### src/rtl/cpu_sequencer_pkg.sv
// seq_pkg: shared state encoding and widths for the machine sequencer
package seq_pkg;
  localparam int BEAT_W = 4;
  typedef enum logic [2:0] {IDLE, FETCH, EXEC, PAUSE, HALTED} seq_state_t;
endpackage

### src/rtl/cpu_sequencer_beat_counter.sv
// beat_counter: T-state counter that wraps on mem_rdy and stalls on the last beat
module beat_counter
  import seq_pkg::*;
#(
  parameter int BEATS = 4
) (
  input  logic              clk,
  input  logic              rst_n,
  input  logic              clr,
  input  logic              en,
  input  logic              hold,
  output logic [BEAT_W-1:0] beat,
  output logic              last
);
  assign last = beat == BEAT_W'(BEATS - 1);
  always_ff @(posedge clk or negedge rst_n)
    if (!rst_n) beat <= '0;
    else if (clr || !en || (last && !hold)) beat <= '0;
    else if (!last) beat <= beat + 1'b1;
endmodule

### src/rtl/cpu_sequencer.sv
// cpu_sequencer: fetch/execute phase sequencer with run/halt/step control
module cpu_sequencer
  import seq_pkg::*;
#(
  parameter int BEATS = 4,
  parameter int CNT_W = 16
) (
  input  logic             clk,
  input  logic             rst_n,
  input  logic             start,
  input  logic             step_mode,
  input  logic             step,
  input  logic             clr,
  input  logic             halt,
  input  logic             mem_rdy,
  output logic             sm,
  output logic [3:0]       beat,
  output logic             run,
  output logic             halted,
  output logic             phase_done,
  output logic [CNT_W-1:0] instr_cnt
);
  seq_state_t state, state_nx;
  logic last, adv, active;
  assign active = state == FETCH || state == EXEC;
  assign adv    = active && last && mem_rdy;
  assign sm     = state == EXEC;
  assign run    = active;
  assign halted = state == HALTED;
  beat_counter #(.BEATS(BEATS)) u_beat (
    .clk  (clk),
    .rst_n(rst_n),
    .clr  (clr),
    .en   (active),
    .hold (!mem_rdy),
    .beat (beat),
    .last (last)
  );
  always_comb begin
    state_nx = state;
    case (state)
      IDLE:    state_nx = start ? FETCH : IDLE;
      FETCH:   state_nx = adv ? EXEC : FETCH;
      EXEC:    state_nx = !adv ? EXEC : halt ? HALTED : step_mode ? PAUSE : FETCH;
      PAUSE:   state_nx = (step || (start && !step_mode)) ? FETCH : PAUSE;
      HALTED:  state_nx = start ? FETCH : HALTED;
      default: state_nx = IDLE;
    endcase
    if (clr) state_nx = IDLE;
  end
  always_ff @(posedge clk or negedge rst_n)
    if (!rst_n) begin
      state      <= IDLE;
      phase_done <= 1'b0;
      instr_cnt  <= '0;
    end else begin
      state      <= state_nx;
      phase_done <= adv && !clr;
      instr_cnt  <= clr ? '0 : (adv && state == EXEC) ? instr_cnt + 1'b1 : instr_cnt;
    end
endmodule
### config.mk
export PLATFORM = sky130hd
export DESIGN_NAME = cpu_sequencer
export DESIGN_NICKNAME = d
export VERILOG_FILES = /design/src/rtl/cpu_sequencer_pkg.sv /design/src/rtl/cpu_sequencer_beat_counter.sv /design/src/rtl/cpu_sequencer.sv
export SDC_FILE = /design/constraint.sdc
export NUM_CORES = 1
export LEC_CHECK = 0
export BUFFER_PORTS_ARGS = -buffer_cell sky130_fd_sc_hd__buf_4
export CORE_ASPECT_RATIO = 0.75
export CORE_MARGIN = 10
export CORE_UTILIZATION = 56
export DETAILED_ROUTE_END_ITERATION = 7
export MAX_ROUTING_LAYER = met4
export PLACE_DENSITY_LB_ADDON = 0.15
export SLEW_MARGIN = 30
export SYNTH_ARGS = -nofsm -noshare
export SYNTH_HDL_FRONTEND = slang
export SYNTH_HIERARCHICAL = 1
export SYNTH_SLANG_ARGS = --single-unit
### constraint.sdc
create_clock -name clk -period 4.1 [get_ports clk]
set_input_delay 0.82 -clock clk [delete_from_list [all_inputs] [get_ports clk]]
set_output_delay 0.82 -clock clk [all_outputs]
set_load 0.02 [all_outputs]
==> results.md, run 1 <==
- Number of CTS-inserted buffers: 3
- Area Overhead vs Synth: 21.42%
- H-tree lvl count: 1
- Setup Viol. Count Final: 0
- Setup TNS: 0 ps
- Worst-path clk slew: 130 ps
- Worst Path Buf+Inv: 0
- Syn Nets: 144
- Iteration-0 DRC count of the detailed router: 118
- Synth top cells by count: dfrtp_1 (24), nor2_1 (15), a21oi_1 (9)
- CTS sink count: 24
- Final ANT Viol Nets: 0
- Initial Utilization: 61.64%
- Crit path max fanout: 9
- Flop pwr share: 61.1%
- Std-Cell Rows: 14
- First-pass GRT wire length: 5.347 mm
- Post-route cell area: 1560 um^2
- Post-synthesis area per instance: 9.589 um^2
- Internal power: 0.3039 mW
- Distinct cells, synth: 33
- Grt ovf: 0
- Power Density: 252.7 nW/um^2
- Setup crit end kind: register
- Final Hold Vio Count: 0
- Post-synth EDFFs: 0
- Net Sw Frac: 22.93%
- Pre-antenna DRT Iters: 4
- Fillers: 156
- Combinational power share: 7.4%
- Worst Hold Class: in -> async
- Top-count cell post-synth: dfrtp_1
- Die area: 4630 um^2
- Cts repair resizes: 0
- I/O pins: 32
- DP HPWL: 2.399 mm
- Post-Synthesis Cells: 134
- CP peak stage delay: 720 ps
- Sequential-to-total area share from yosys stat: 46.74%
- Area contributors post-synth: dfrtp_1 (47%), xnor2_1 (4.8%), nor2_1 (4.4%)
- Vias in the first global route: 1109
- Final clock skew: 13.78 ps
- Ys flop type: dfrtp_1
- Initial antenna violation count: 0
- Crit-path cells: ha_1 -> nor3b_2 -> nand2_1 -> or4_1 -> or4_1 -> a21oi_1
- I/O Buffers: 31
- Critical Path AT: 3010 ps
- Die Wd: 75.31 um
- Via count: 1170
- # hold bufs at CTS: 0
- Largest area contributor in the netlist: dfrtp_1
- Synth warn: 6
- Multi-input gate area: 641.9 um^2
- Family with the most delay on the worst path: simple AND/OR/NAND/NOR gates
- Yosys top cell area share: 46.74%
- CTS tree: done
- Power Total: 0.3943 mW
- Lkg Pwr: 0.6891 nW
- Wire per inst: 17.45 um
- FF+latch area: 600.6 um^2
- Clock root buffer: clkbuf_4
- CP Launch Type: register
- Nets: 176
- Core ar.: 2085 um^2
- Via density: 6.190
- Layout cell share with drive strength beyond 1: 22.42%
- # diodes: 0
- Pin count of the biggest net entering global routing: 28
- Die Ht: 61.49 um
- Clk buf depth: 2
- Layout Cells excl Fill: 189
- Net Switching: 0.09042 mW
- Max IR drop VDD: 226.3 uV
- Final period utilization: 67.15%
- GPL Wtd Cong: 0.7927
- Placed Cells: 185
- Tot GR Track Use: 15.25%
- CP dominant cell by count: or4_1
- Max-slew headroom: 67.32%
- Worst skew pair latency: 320 ps
- RSZ-0062 raised after global routing: no
- Number of synthesized register bits: 24
- Shortest period the worst path allows: 2753 ps
- Total wire length: 3.298 mm
- Crit path kind: reg -> reg
- Slew Viols, Final: 0
- Slowest CP cell: or4_1
- Status: finished clean
- Postcts setup bufs: 0
- Worst-Margin Slew: 488.3 ps
- Remaining DRCs: 0
- Max Fclk: 363.2 MHz
- Max-Cap Viols: 0
- Share of async-settable or async-resettable flops after synthesis: 100.0%
- Clk pwr share: 31.4%
- Cell Area, Synth: 1285 um^2
- CP required: 4360 ps
- DP Area: 1524 um^2
==> power groups by stage <==
stage / Sequential [mW] / Clock (mW) / Combinational (mW)
after CTS: 0.241 / 0.126 / 0.0295
after global routing: 0.241 / 0.133 / 0.0317
after global placement: 0.245 / 0 / 0.0280
after floorplan: 0.246 / 0 / 0.0118
final: 0.241 / 0.124 / 0.0294
after detailed placement: 0.245 / 0 / 0.0294
==> final timing paths <==
| path | from | end | slack (ps) | cells after the start |
|---|---|---|---|---|
| max in group asynchronous | rst_n | instr_cnt[10]$_DFFE_PN0P_ | 3480 | 1 |
| max | u_beat/beat[0]$_DFFE_PN0P_ | instr_cnt[15]$_DFFE_PN0P_ | 1350 | 6 |
| min | rst_n | instr_cnt[13]$_DFFE_PN0P_ | 370 | 1 |
| min in group clk | instr_cnt[15]$_DFFE_PN0P_ | instr_cnt[15]$_DFFE_PN0P_ | 570 | 2 |
| min reg2reg | instr_cnt[15]$_DFFE_PN0P_ | instr_cnt[15]$_DFFE_PN0P_ | 570 | 2 |
| max reg2reg | u_beat/beat[0]$_DFFE_PN0P_ | instr_cnt[15]$_DFFE_PN0P_ | 1350 | 6 |
==> area by class of cell <==
class / count / area share, %
repair buffers: 31 / 14.92
well taps: 24 / 1.925
clock buffers: 4 / 2.326
flip-flops and latches: 24 / 38.49
multi-input cells: 101 / 41.14
inverters: 5 / 1.203
==> registers in the layout (all words and copies together) (netlist names) <==
name	cells
instr_cnt	16
u_beat/beat	4
state	3
phase_done	1
==> metrics by stage <==
step,worst slack [ps],util (%),hold slack (ps)
2_1_floorplan,1587,-,506.9
3_3_place_gp,1596,73.11,540.0
3_5_place_dp,1416,73.11,559.2
4_1_cts,1388,74.85,376.6
5_1_grt,1227,74.85,382.6
6_report,1347,74.85,368.9
==> kinds of logic after synthesis <==
| group | count (synthesis) | synth area share (%) |
|---|---|---|
| mux | 4 | 3.116 |
| flops | 24 | 46.74 |
| xor+xnor | 9 | 6.135 |
| fa+ha+maj | 2 | 1.947 |
| compound gates | 21 | 9.153 |
| buf+inv | 9 | 3.311 |
| simple gates | 65 | 29.60 |
==> layout by cell type (no fill, tap or decap), types with 4 or more instances in the layout <==
cell,Yosys,final
o21ai_0,8,8
nor2_1,15,15
nand4b_1,4,4
dfrtp_1,24,24
or3_1,7,7
nand3_1,6,6
nor3_1,4,4
nand4_1,4,4
xnor2_1,7,7
mux2i_1,4,4
nand2_1,6,6
inv_1,5,5
a21oi_1,9,9
buf_4,0,31
nor4_1,4,4
==> routing by layer <==
metal / vias to the layer above / global-route usage (%) / part of all wire [%]
li1: 551 / - / -
met1: 564 / 19.09 / 44
met2: 49 / 23.10 / 48
met3: 6 / 4.984 / 6.6
met4: 0 / 4.222 / 0.97
met5: - / - / 0
==> worst register-to-register path, stage by stage (launching register included) <==
cell and delay, ps:
dfrtp_1 430, ha_1 230, nor3b_2 440, nand2_1 300
or4_1 720, or4_1 440, a21oi_1 150
(Power assumes the default switching activity.)
==> run 2: changes to the inputs <==
--- a/config.mk
+++ b/config.mk
@@ -5,10 +5,11 @@
 export SDC_FILE = /design/constraint.sdc
 export NUM_CORES = 1
 export LEC_CHECK = 0
+export ABC_AREA = 1
 export BUFFER_PORTS_ARGS = -buffer_cell sky130_fd_sc_hd__buf_4
 export CORE_ASPECT_RATIO = 0.75
 export CORE_MARGIN = 10
-export CORE_UTILIZATION = 56
+export CORE_UTILIZATION = 48
 export DETAILED_ROUTE_END_ITERATION = 7
 export MAX_ROUTING_LAYER = met4
 export PLACE_DENSITY_LB_ADDON = 0.15
==> constraint.sdc (replaced) <==
create_clock -name clk -period 2.4 [get_ports clk]
set_input_delay 0.48 -clock clk [delete_from_list [all_inputs] [get_ports clk]]
set_output_delay 0.48 -clock clk [all_outputs]
set_load 0.02 [all_outputs]
==> results.md, run 2 <==
- Status: finished clean
- Synth warn: 6
- Postcts setup bufs: 0
- CP required: 2570 ps
- Reg2reg setup slack: 470 ps
- Top-count cell post-synth: nand2_1
- Share of async-settable or async-resettable flops after synthesis: 100.0%
- Cell Area, Synth: 1443 um^2
- Via density: 4.961
- Final period utilization: 80.43%
- Power Density: 421.2 nW/um^2
- Worst skew pair latency: 270 ps
- Crit path kind: reg -> reg
- DP HPWL: 2.619 mm
- Pre-antenna DRT Iters: 4
- Post-Synthesis Cells: 186
- Crit-path cells: ha_1 -> nand2_1 -> nor2_1 -> nand2_1 -> inv_1 -> nand3_4 -> inv_4 -> nand3_2 -> nand2_2 -> o21ai_2 -> nand2_1 -> inv_1
- Cts repair resizes: 0
- Nets: 230
- Yosys top cell area share: 41.63%
- Worst Hold Slack: 90.92 ps
- Clk buf depth: 2
- I/O pins: 32
- CP Launch Type: register
- Remaining DRCs: 0
- Worst reg2reg path startpoint: u_beat/beat[0]$_DFFE_PN0P_
- CP dominant cell by count: nand2_1
- Setup crit end kind: register
- Vias in the first global route: 1232
- Pin count of the biggest net entering global routing: 25
- Area Overhead vs Synth: 22.64%
- Sequential-to-total area share from yosys stat: 41.63%
- # hold bufs at CTS: 0
- Setup WS pre-CTS: 467.0 ps
- Layout cell share with drive strength beyond 1: 28.31%
- Largest area contributor in the netlist: dfrtp_1
- Largest regs: instr_cnt (16), u_beat/beat (4), state (3)
- Tot GR Track Use: 12.52%
- Die Ht: 67.48 um
- Wire per inst: 13.21 um
- Max Fclk: 518.0 MHz
- Syn Nets: 196
- Final clock skew: 4.034 ps
- Ys flop type: dfrtp_1
- Worst-path clk slew: 80 ps
- CP peak stage delay: 430 ps
- Initial antenna violation count: 0
- Crit path max fanout: 10
- Grt ovf: 0
- Largest register FFs: 16
- Die area: 5621 um^2
- Die Wd: 83.31 um
- CTS tree: done
- I/O Buffers: 31
- Post-synthesis area per instance: 7.756 um^2
- Slew Viols, Final: 0
- Worst-Margin Slew: 305.7 ps
- Synth top cells by count: nand2_1 (42), inv_1 (29), dfrtp_1 (24)
- Max-slew headroom: 79.46%
- Distinct cells, synth: 35
- Iteration-0 DRC count of the detailed router: 47
- RSZ-0062 raised after global routing: no
- Setup Viol. Count Final: 0
- H-tree lvl count: 1
- Std-Cell Rows: 17
- Post-route setup slack: 469.6 ps
- Fillers: 270
- Setup TNS: 0 ps
- Final ANT Viol Nets: 0
- # diodes: 0
- Max-Cap Viols: 0
- Worst Hold Class: in -> async
- Initial Utilization: 49.51%
- Shortest period the worst path allows: 1930 ps
- Via count: 1275
- Critical Path AT: 2100 ps
- Number of CTS-inserted buffers: 3
- GPL Wtd Cong: 0.8978
- Post-synth EDFFs: 0
- First-pass GRT wire length: 5.733 mm
- Commonest non-fill, non-tap cell in the layout: nand2_1
- Slowest CP cell: dfrtp_1
- Area contributors post-synth: dfrtp_1 (42%), nand2_1 (11%), inv_1 (7.5%)
- Lkg Pwr: 0.9125 nW
- Final Hold Vio Count: 0
- Number of synthesized register bits: 24
- Reg-to-Reg End: instr_cnt[12]$_DFFE_PN0P_
- CTS sink count: 24
- Largest Register: instr_cnt
- Core ar.: 2914 um^2
- Worst R2R Path Depth: 12
- Most frequent cells in the layout: nand2_1 (42), buf_4 (31), inv_1 (29)
- Max IR drop VDD: 305.9 uV
- Clock root buffer: clkbuf_8
- Total wire length: 3.394 mm
## run 2: cell count changes after synthesis, moves of 5 or more
cell | previous run | this run
inv_1 | 5 | 29
nand2_1 | 6 | 42
nand3_1 | 6 | 13
nor2_2 | 0 | 5
o21ai_0 | 8 | 3
or3_1 | 7 | 0
xnor2_1 | 7 | 0
## run 2: critical path, delay by kind of cell, from the launching register on
family	cells	cell delay [ps]
compound gates	1	60
fa+ha+maj	1	250
buf+inv	3	320
flops	1	430
simple gates	7	780
## run 2: cell type report
type	count	area (um^2)	area share, %
clock buffer	4	55.05	3.112
inverter	34	130.1	7.355
multi-input combinational	126	703.2	39.75
sequential	24	600.6	33.95
tap	38	47.55	2.687
timing repair buffer	31	232.7	13.15
## run 2: logic make-up (layout without fill, tap and decap cells)
group / after synthesis / in the layout / synth area share [%]
DFF: 24 / 24 / 41.63
xor gates and xnor gates: 1 / 1 / 0.6072
adders and majority gates: 2 / 2 / 1.734
AOI/OAI and AO/OA: 23 / 23 / 10.06
buffers and inverters: 36 / 69 / 9.626
and+or+nand+nor: 100 / 100 / 36.34
## run 2: worst max-delay path by stage
stage	from	endpoint	slack, ps	cells after the start
3_5_place_dp	u_beat/beat[0]$_DFFE_PN0P_	instr_cnt[12]$_DFFE_PN0P_	470	12
2_1_floorplan	u_beat/beat[0]$_DFFE_PN0P_	instr_cnt[12]$_DFFE_PN0P_	570	12
4_1_cts	u_beat/beat[0]$_DFFE_PN0P_	instr_cnt[12]$_DFFE_PN0P_	470	12
3_3_place_gp	u_beat/beat[0]$_DFFE_PN0P_	instr_cnt[12]$_DFFE_PN0P_	600	12
6_report	u_beat/beat[0]$_DFFE_PN0P_	instr_cnt[12]$_DFFE_PN0P_	470	12
5_1_grt	u_beat/beat[0]$_DFFE_PN0P_	instr_cnt[12]$_DFFE_PN0P_	250	12
## run 2: per-layer routing
| metal | GRT usage (%) | part of all wire [%] | vias to the layer above |
|---|---|---|---|
| li1 | - | - | 660 |
| met1 | 16.76 | 52 | 580 |
| met2 | 18.08 | 41 | 31 |
| met3 | 4.688 | 6.9 | 4 |
| met4 | 1.271 | 0.35 | 0 |
| met5 | - | 0 | - |
## run 2: power breakdown
part | internal (mW) | switching (mW)
Clock | 0.147 | 0.129
Combinational | 0.0209 | 0.0381
Sequential | 0.407 | 0.00387
Total | 0.574 | 0.171
## run 2: stage by stage
stage	total power, mW	instance area (um^2)	utilization [%]	std cells
final	0.7452	1769	60.71	257
after global routing	0.7773	1769	60.71	257
after CTS	0.7544	1769	60.71	257
after detailed placement	0.4786	1714	58.82	253
after global placement	0.4768	1714	58.82	253
after floorplan	0.4491	1443	-	186
